**config.mk**
```make
export PLATFORM = sky130hd
export DESIGN_NAME = ni_request_arbiter
export DESIGN_NICKNAME = d
export VERILOG_FILES = /design/src/rtl/ni_arb_pkg.sv /design/src/rtl/rr_grant_select.sv /design/src/rtl/ni_request_arbiter.sv
export SDC_FILE = /design/constraint.sdc
export NUM_CORES = 1
export LEC_CHECK = 0
export CAP_MARGIN = 20
export CORE_AREA = 10 10 169 171
export DETAILED_ROUTE_END_ITERATION = 6
export DIE_AREA = 0 0 179 181
export SLEW_MARGIN = 25
export SYNTH_ARGS = -nofsm -noshare
export SYNTH_HDL_FRONTEND = slang
export SYNTH_HIERARCHICAL = 1
export SYNTH_SLANG_ARGS = --single-unit
```
**constraint.sdc**
```tcl
create_clock -name clk -period 2.5 [get_ports clk]
set_clock_uncertainty 0.2 [all_clocks]
set_input_delay 0.375 -clock clk [delete_from_list [all_inputs] [get_ports clk]]
set_output_delay 0.375 -clock clk [all_outputs]
set_load 0.02 [all_outputs]
```
**src/rtl/ni_arb_pkg.sv**
```systemverilog
`default_nettype none
// ============================================================================
// ni_arb_pkg : shared types and helpers for the NI request arbiter
// Rev 1.0
// ============================================================================
package ni_arb_pkg;

    typedef enum logic [1:0] {
        IDLE  = 2'd0,
        ISSUE = 2'd1,
        GAP   = 2'd2
    } arb_state_t;

    localparam int DEST_W = 8;
    localparam int MSGT_W = 3;

    // Cyclic successor of idx in the range 0..n-1.
    function automatic int unsigned rr_next(input int unsigned idx, input int unsigned n);
        return (idx + 32'd1 >= n) ? 32'd0 : idx + 32'd1;
    endfunction

endpackage
`default_nettype wire

```
**src/rtl/rr_grant_select.sv**
```systemverilog
`default_nettype none
// ============================================================================
// rr_grant_select : first requester at or after ptr, searching cyclically
// Rev 1.0
// ============================================================================
module rr_grant_select #(
    parameter int NUM_REQ = 4,
    parameter int IDW     = 2
) (
    input  logic [NUM_REQ-1:0] req,
    input  logic [IDW-1:0]     ptr,
    output logic [IDW-1:0]     grant_idx,
    output logic               found
);

    localparam int CW = IDW + 1;

    logic [CW-1:0] w_cand;

    always_comb begin
        grant_idx = '0;
        found     = 1'b0;
        w_cand    = '0;
        for (int k = 0; k < NUM_REQ; k++) begin
            // One spare bit holds ptr+k before folding back into range.
            w_cand = {1'b0, ptr} + CW'(k);
            if (w_cand >= CW'(NUM_REQ)) begin
                w_cand = w_cand - CW'(NUM_REQ);
            end
            if (!found && req[w_cand[IDW-1:0]]) begin
                found     = 1'b1;
                grant_idx = w_cand[IDW-1:0];
            end
        end
    end

endmodule
`default_nettype wire

```
**src/rtl/ni_request_arbiter.sv**
```systemverilog
`default_nettype none
// ============================================================================
// ni_request_arbiter : round-robin sharing of one NI memory-side port among
// NUM_REQ masters. Define ARB_TIMEOUT_EN to enable the ISSUE watchdog.
// Rev 1.0
// ============================================================================
module ni_request_arbiter
    import ni_arb_pkg::*;
#(
    parameter  int NUM_REQ        = 4,
    parameter  int DATA_WIDTH     = 32,
    parameter  int ADDR_WIDTH     = 32,
    parameter  int TIMEOUT_CYCLES = 1024,
    localparam int IDW            = $clog2(NUM_REQ)
) (
    input  logic                          clk,
    input  logic                          rst_n,
    input  logic [NUM_REQ-1:0]            req_write,
    input  logic [NUM_REQ-1:0]            req_read,
    input  logic [NUM_REQ*ADDR_WIDTH-1:0] req_addr,
    input  logic [NUM_REQ*DATA_WIDTH-1:0] req_wdata,
    input  logic [NUM_REQ*DEST_W-1:0]     req_dest_id,
    input  logic [NUM_REQ*MSGT_W-1:0]     req_msg_type,
    output logic [NUM_REQ-1:0]            req_done,
    output logic [DATA_WIDTH-1:0]         req_rdata,
    output logic                          req_err,
    output logic                          ni_mem_write,
    output logic                          ni_mem_read,
    output logic [ADDR_WIDTH-1:0]         ni_mem_addr,
    output logic [DATA_WIDTH-1:0]         ni_mem_wdata,
    output logic [DEST_W-1:0]             ni_dest_id,
    output logic [MSGT_W-1:0]             ni_msg_type,
    input  logic [DATA_WIDTH-1:0]         ni_mem_rdata,
    input  logic                          ni_mem_ready,
    output logic                          busy,
    output logic [IDW-1:0]                grant_id
);

    arb_state_t         r_state;
    arb_state_t         w_state_next;
    logic [IDW-1:0]     r_ptr;
    logic [IDW-1:0]     w_gidx;
    logic               w_found;
    logic               w_timeout;
    logic               w_complete;
    logic [NUM_REQ-1:0] w_req;

    assign w_req      = req_write | req_read;
    assign w_complete = (r_state == ISSUE) && (ni_mem_ready || w_timeout);
    assign busy       = (r_state != IDLE);

    rr_grant_select #(
        .NUM_REQ (NUM_REQ),
        .IDW     (IDW)
    ) u_sel (
        .req       (w_req),
        .ptr       (r_ptr),
        .grant_idx (w_gidx),
        .found     (w_found)
    );

`ifdef ARB_TIMEOUT_EN
    localparam int TCW = $clog2(TIMEOUT_CYCLES + 1);

    logic [TCW-1:0] r_cnt;

    // Counter is parked at zero in IDLE, so every ISSUE entry starts from 0.
    always_ff @(posedge clk or negedge rst_n) begin
        if (!rst_n) begin
            r_cnt <= '0;
        end else if (r_state == ISSUE) begin
            r_cnt <= r_cnt + TCW'(1);
        end else begin
            r_cnt <= '0;
        end
    end

    assign w_timeout = (r_state == ISSUE) && !ni_mem_ready
                       && (r_cnt == TCW'(TIMEOUT_CYCLES - 1));
`else
    logic [31:0] w_unused_timeout;
    assign w_unused_timeout = 32'(TIMEOUT_CYCLES);
    assign w_timeout        = 1'b0;
`endif

    always_ff @(posedge clk or negedge rst_n) begin
        if (!rst_n) begin
            r_state <= IDLE;
        end else begin
            r_state <= w_state_next;
        end
    end

    always_comb begin
        w_state_next = r_state;
        case (r_state)
            IDLE:    if (w_found) w_state_next = ISSUE;
            ISSUE:   if (w_complete) w_state_next = GAP;
            GAP:     w_state_next = IDLE;
            default: w_state_next = IDLE;
        endcase
    end

    always_ff @(posedge clk or negedge rst_n) begin
        if (!rst_n) begin
            ni_mem_write <= 1'b0;
            ni_mem_read  <= 1'b0;
            ni_mem_addr  <= '0;
            ni_mem_wdata <= '0;
            ni_dest_id   <= '0;
            ni_msg_type  <= '0;
            req_done     <= '0;
            req_rdata    <= '0;
            req_err      <= 1'b0;
            grant_id     <= '0;
            r_ptr        <= '0;
        end else begin
            req_done <= '0;
            case (r_state)
                IDLE: begin
                    if (w_found) begin
                        grant_id     <= w_gidx;
                        // A simultaneous read+write issues the write only.
                        ni_mem_write <= req_write[w_gidx];
                        ni_mem_read  <= req_read[w_gidx] & ~req_write[w_gidx];
                        ni_mem_addr  <= req_addr[int'(w_gidx)*ADDR_WIDTH +: ADDR_WIDTH];
                        ni_mem_wdata <= req_wdata[int'(w_gidx)*DATA_WIDTH +: DATA_WIDTH];
                        ni_dest_id   <= req_dest_id[int'(w_gidx)*DEST_W +: DEST_W];
                        ni_msg_type  <= req_msg_type[int'(w_gidx)*MSGT_W +: MSGT_W];
                    end
                end
                ISSUE: begin
                    if (w_complete) begin
                        ni_mem_write       <= 1'b0;
                        ni_mem_read        <= 1'b0;
                        req_rdata          <= w_timeout ? '0 : ni_mem_rdata;
                        req_err            <= w_timeout;
                        req_done[grant_id] <= 1'b1;
                        r_ptr              <= IDW'(rr_next(32'(grant_id), NUM_REQ));
                    end
                end
                GAP: begin
                    req_err <= 1'b0;
                end
                default: begin
                end
            endcase
        end
    end

endmodule
`default_nettype wire

```
==> out/results.env <==
SYNTHDOMINANTCELLAREASHARE_PCT=46.1
R2R_SETUP_SLACK_NS=0.11
FINISH.UTILIZATION_PCT=50.2
POST-PLACE-WS_NS=-0.611
PLACE_HPWL_MICRONS=26600
CLOCKPOWERSHARE_PCT=18.7
YS_FF_LATCH=119
IOPINCOUNT=460
SEQ_AREA_FRAC_SYNTH_PCT=46.1
SETUP_VIOLATIONS=0
PLACEMENT.IO_BUFFERS=458
CAP_VIOLATIONS=0
CELL_ROWS=58
POST-ROUTE-PERIOD-UTIL_PCT=97.0
NETLIST_INSTANCES=456
POSTSYNTH.ASYNCRESETSHARE_PCT=100
GRT_FIRST_PASS_WIRELENGTH_MICRONS=45500
CLK_PATH_BUF_DEPTH=2
TIMING.RR.START='r_ptr[1]'
GRT_PASS1_VIAS=6551
SEQUENTIALPOWERSHARE_PCT=23.8
CLK_PIN_SLEW_WORST_PATHS_NS=0.07
ROUTE.FINAL.WIRE_LENGTH_MICRONS=32000
VDD.IR_DROP.WORST_uV=552
CRITICAL_PATH.REG2REG.ENDPOINT='ni_mem_wdata[29]'
MULTI_INPUT_AREA_SQ_UM=3270
CELL_TYPE_WITH_THE_HIGHEST_AGGREGATE_AREA_IN_THE_NETLIST='sky130_fd_sc_hd__dfrtp_1'
NUMBER_OF_BUFFERS_INSERTED_DURING_CLOCK_TREE_SYNTHESIS=17
DIE_W_MICRONS=179
FINAL_PERIOD_MINUS_WORST_SETUP_SLACK_NS=2.43
RSZ0062_AT_GRT='no'
FINALINSTANCEAREA_SQ_UM=12600
SYN-CELL-AREA_SQ_UM=6460
SYNTH_CELL_TYPE_COUNT=29
CTS_ROOT_BUF='sky130_fd_sc_hd__clkbuf_16'
WL_MET3_MICRONS=3540
CRITICALPATHCATEGORY='primary input to flip-flop'
PREDOMINANT_POST_SYNTHESIS_FLOP_CELL='sky130_fd_sc_hd__dfrtp_1'
SYNTHMOSTINSTANTIATEDCELL='sky130_fd_sc_hd__dfrtp_1'
FP.DIEAREA_SQ_UM=32400
TOTAL_POWER_PER_UNIT_CELL_AREA_nW_PER_UM2=1100
FIN_WS_NS=0.0747
DRT-MET1-WL_MICRONS=11800
SETUP-TNS-FINAL_NS=0
CORE_SQ_UM=25000
GRT_MAX_DEGREE=40
INITIAL_CORE_UTIL_PCT=25.8
DIE_HEIGHT_MICRONS=181
SYNTHESIS.NETS=803
FINALHOLDVIOLCOUNT=0
POWER.SWITCHING_uW=4940
TIMING.CRITICAL_PATH.FANOUT_MAX=9
CP_DATA_REQUIRED_TIME_NS=2.60
DPL_CELL_AREA_SQ_UM=11900
CRIT_PATH_END_KIND='flip-flop'
TRITONCTS='built'
COMBINATIONAL_CELL_FRACTION_OF_TOTAL_POWER_PCT=57.5
GR-USAGE-ALL-LAYERS_PCT=19.1
SYNTH_ENABLE_FLOP_CELLS=0
SLOWEST_DELAY_NS=0.52
TOTAL_LEAKAGE_POWER_uW=0.00508
DRT-INITIAL-DRC-COUNT=276
WORSTPATHCELLLIST='clkdlybuf4s15_1 -> or2_4 -> a221o_1 -> a21oi_4 -> buf_4 -> buf_12 -> mux4_2 -> mux2_2'
COUNT_OF_UNRESOLVED_DRC_VIOLATIONS_AFTER_ROUTING=0
P_SW_SHARE_PCT=35.8
SHARE_OF_LAYOUT_CELLS_ABOVE_DRIVE_STRENGTH_1_PCT=25.5
MIN_PATH_TYPE='flip-flop to flip-flop'
WORST_SKEW_PAIR.LATE_LATENCY_NS=0.41
CRIT_PATH_END='ni_mem_wdata[29]'
FINALNETCOUNT=1295
CLOCK_SINK_COUNT=119
ANTENNA_FOUND_INITIAL=6
RUN_STATUS='finished, final reports clean'
DR.PASS1.ITERS=4
SEQ_AREA_SQ_UM=2980
DRT-VIAS-PER-INSTANCE=4.61
WORST_PIN_SLEW_NS=0.579
CTS_HTREE_LEVELS=4
FMAXACHIEVABLE_MHz=412
SLOWEST_STAGE='sky130_fd_sc_hd__mux4_2'
SETUP.WORST_PATH.START='req_write[0]'
SYNTH-WARNING-COUNT=6
SYNTH_TOP_CELLS_BY_AREA='sky130_fd_sc_hd__dfrtp_1 46%, sky130_fd_sc_hd__mux4_2 26%, sky130_fd_sc_hd__mux2_2 13%'
WL_PER_CELL_MICRONS=24.7
ROUTED.TOP_LAYER='met5'
POWER_uW=13800
FILLERINSTANCES=2204
SYNTH_AREA_PER_CELL_SQ_UM=14.2
START_KIND='primary input'
SLEW_HEADROOM_PCT=61.4
TIMING.REG2REG.WORST_PATH_DEPTH=6
GP_ROUTABILITY_CONGESTION=0.898
FINALMAXSLEWVIOLATIONS=0
AREAGROWTHSYNTHTOFINISH_PCT=94.5
MET2_ROUTED_WIRELENGTH_MICRONS=16300
TOP_POST_SYNTHESIS_CELLS_BY_COUNT='119 x sky130_fd_sc_hd__dfrtp_1, 103 x sky130_fd_sc_hd__nand2_1, 76 x sky130_fd_sc_hd__mux4_2'
FINAL_GLOBAL_ROUTE_OVERFLOW_TOTAL=0
CRIT_ARRIVAL_NS=2.52
INTERNAL_POWER_uW=8860
POSTROUTEANTENNANETS=0
ROUTED-VIA-COUNT=5969
-- critical path: cells and delay by family --
kind | cells | cell delay, ns
buf+inv | 3 | 0.51
simple gates | 1 | 0.25
compound gates | 2 | 0.58
mux | 2 | 0.80
-- what timing repair did --
item | CTS | global route
hold buffers | 1 | 0
buffers inserted | 4 | 0
cloned | 2 | 0
resized for setup | 21 | 5
pin swaps | 4 | 5
hold endpoints to repair | 33 | 0
setup endpoints to repair | 76 | 60
-- power groups by stage --
stage               Sequential [uW]  Clock (uW)  Combinational [uW]
detailed placement             3320           0                7860
global placement               3290           0                7830
floorplan                      4270           0                3300
global route                   3400        2750                8400
finish                         3280        2590                7930
CTS                            3300        2660                8150
-- worst min-delay path by stage --
stage | cells after the start | to | from | slack [ns]
after floorplan | 0 | grant_id[0] | rst_n | -0.12
after global placement | 1 | ni_mem_wdata[25] | rst_n | 0.22
after detailed placement | 1 | ni_mem_wdata[25] | rst_n | 0.23
after CTS | 3 | req_rdata[18] | ni_mem_rdata[18] | 0.27
after global routing | 3 | req_rdata[12] | ni_mem_rdata[12] | 0.28
final | 2 | req_rdata[27] | req_rdata[27] | 0.27
-- per-stage QoR --
step	hold WS, ns	cells
final	0.271	1295
after global routing	0.279	1295
after CTS	0.266	1293
after detailed placement	0.226	1254
after global placement	0.218	1254
after floorplan	-0.121	456
-- routing by layer --
| metal | up-vias | track usage (%) |
|---|---|---|
| li1 | 2683 | - |
| met1 | 2968 | 21.1 |
| met2 | 293 | 33.0 |
| met3 | 21 | 8.59 |
| met4 | 4 | 4.07 |
| met5 | - | 0 |
-- flip-flops by register name, summed over array words and instances, names as in the netlist --
| signal | flops |
|---|---|
| ni_mem_addr | 32 |
| ni_mem_wdata | 32 |
| req_rdata | 32 |
| ni_dest_id | 8 |
| req_done | 4 |
| ni_msg_type | 3 |
| grant_id | 2 |
| r_ptr | 2 |
| r_state | 2 |
| ni_mem_read | 1 |
| ni_mem_write | 1 |
-- layout by cell type (no fill, tap or decap), types with 2 or more instances in the layout --
cell,count
sky130_fd_sc_hd__clkdlybuf4s50_1,451
sky130_fd_sc_hd__dfrtp_1,119
sky130_fd_sc_hd__nand2_1,103
sky130_fd_sc_hd__mux4_2,76
sky130_fd_sc_hd__mux2_2,70
sky130_fd_sc_hd__buf_4,23
sky130_fd_sc_hd__buf_12,21
sky130_fd_sc_hd__clkbuf_16,17
sky130_fd_sc_hd__inv_1,8
sky130_fd_sc_hd__inv_6,7
sky130_fd_sc_hd__mux2_4,5
sky130_fd_sc_hd__buf_6,5
sky130_fd_sc_hd__diode_2,4
sky130_fd_sc_hd__and2_1,4
sky130_fd_sc_hd__ha_1,4
sky130_fd_sc_hd__or2_4,3
sky130_fd_sc_hd__o21ai_0,3
sky130_fd_sc_hd__nor2_1,3
sky130_fd_sc_hd__inv_8,3
sky130_fd_sc_hd__clkdlybuf4s15_1,3
sky130_fd_sc_hd__or2_2,2
sky130_fd_sc_hd__nand2b_1,2
sky130_fd_sc_hd__bufinv_16,2
sky130_fd_sc_hd__clkinv_4,2
sky130_fd_sc_hd__dlygate4sd2_1,2
sky130_fd_sc_hd__inv_2,2
sky130_fd_sc_hd__a21oi_4,2
sky130_fd_sc_hd__a21oi_1,2
-- cell families (layout without fill, tap and decap cells) --
logic type / count (synthesis) / in the layout / synth area share, %
AND/OR/NAND/NOR: 121 / 121 / 7.65
buffers and inverters: 45 / 550 / 4.03
multiplexers: 152 / 152 / 39.9
AO/OA/AOI/OAI: 14 / 14 / 1.53
flip-flops: 119 / 119 / 46.1
other: 1 / 5 / 0.0580
adder cells (fa/ha/maj): 4 / 4 / 0.774
-- area by class of cell --
type	instances	share of cell area (%)
timing repair buffer	508	41.8
multi-input combinational	292	26.0
sequential	119	23.7
clock buffer	17	3.38
tap	330	3.28
clock inverter	15	1.43
inverter	10	0.299
antenna	4	0.0796
Power figures use the tool's default switching activity.
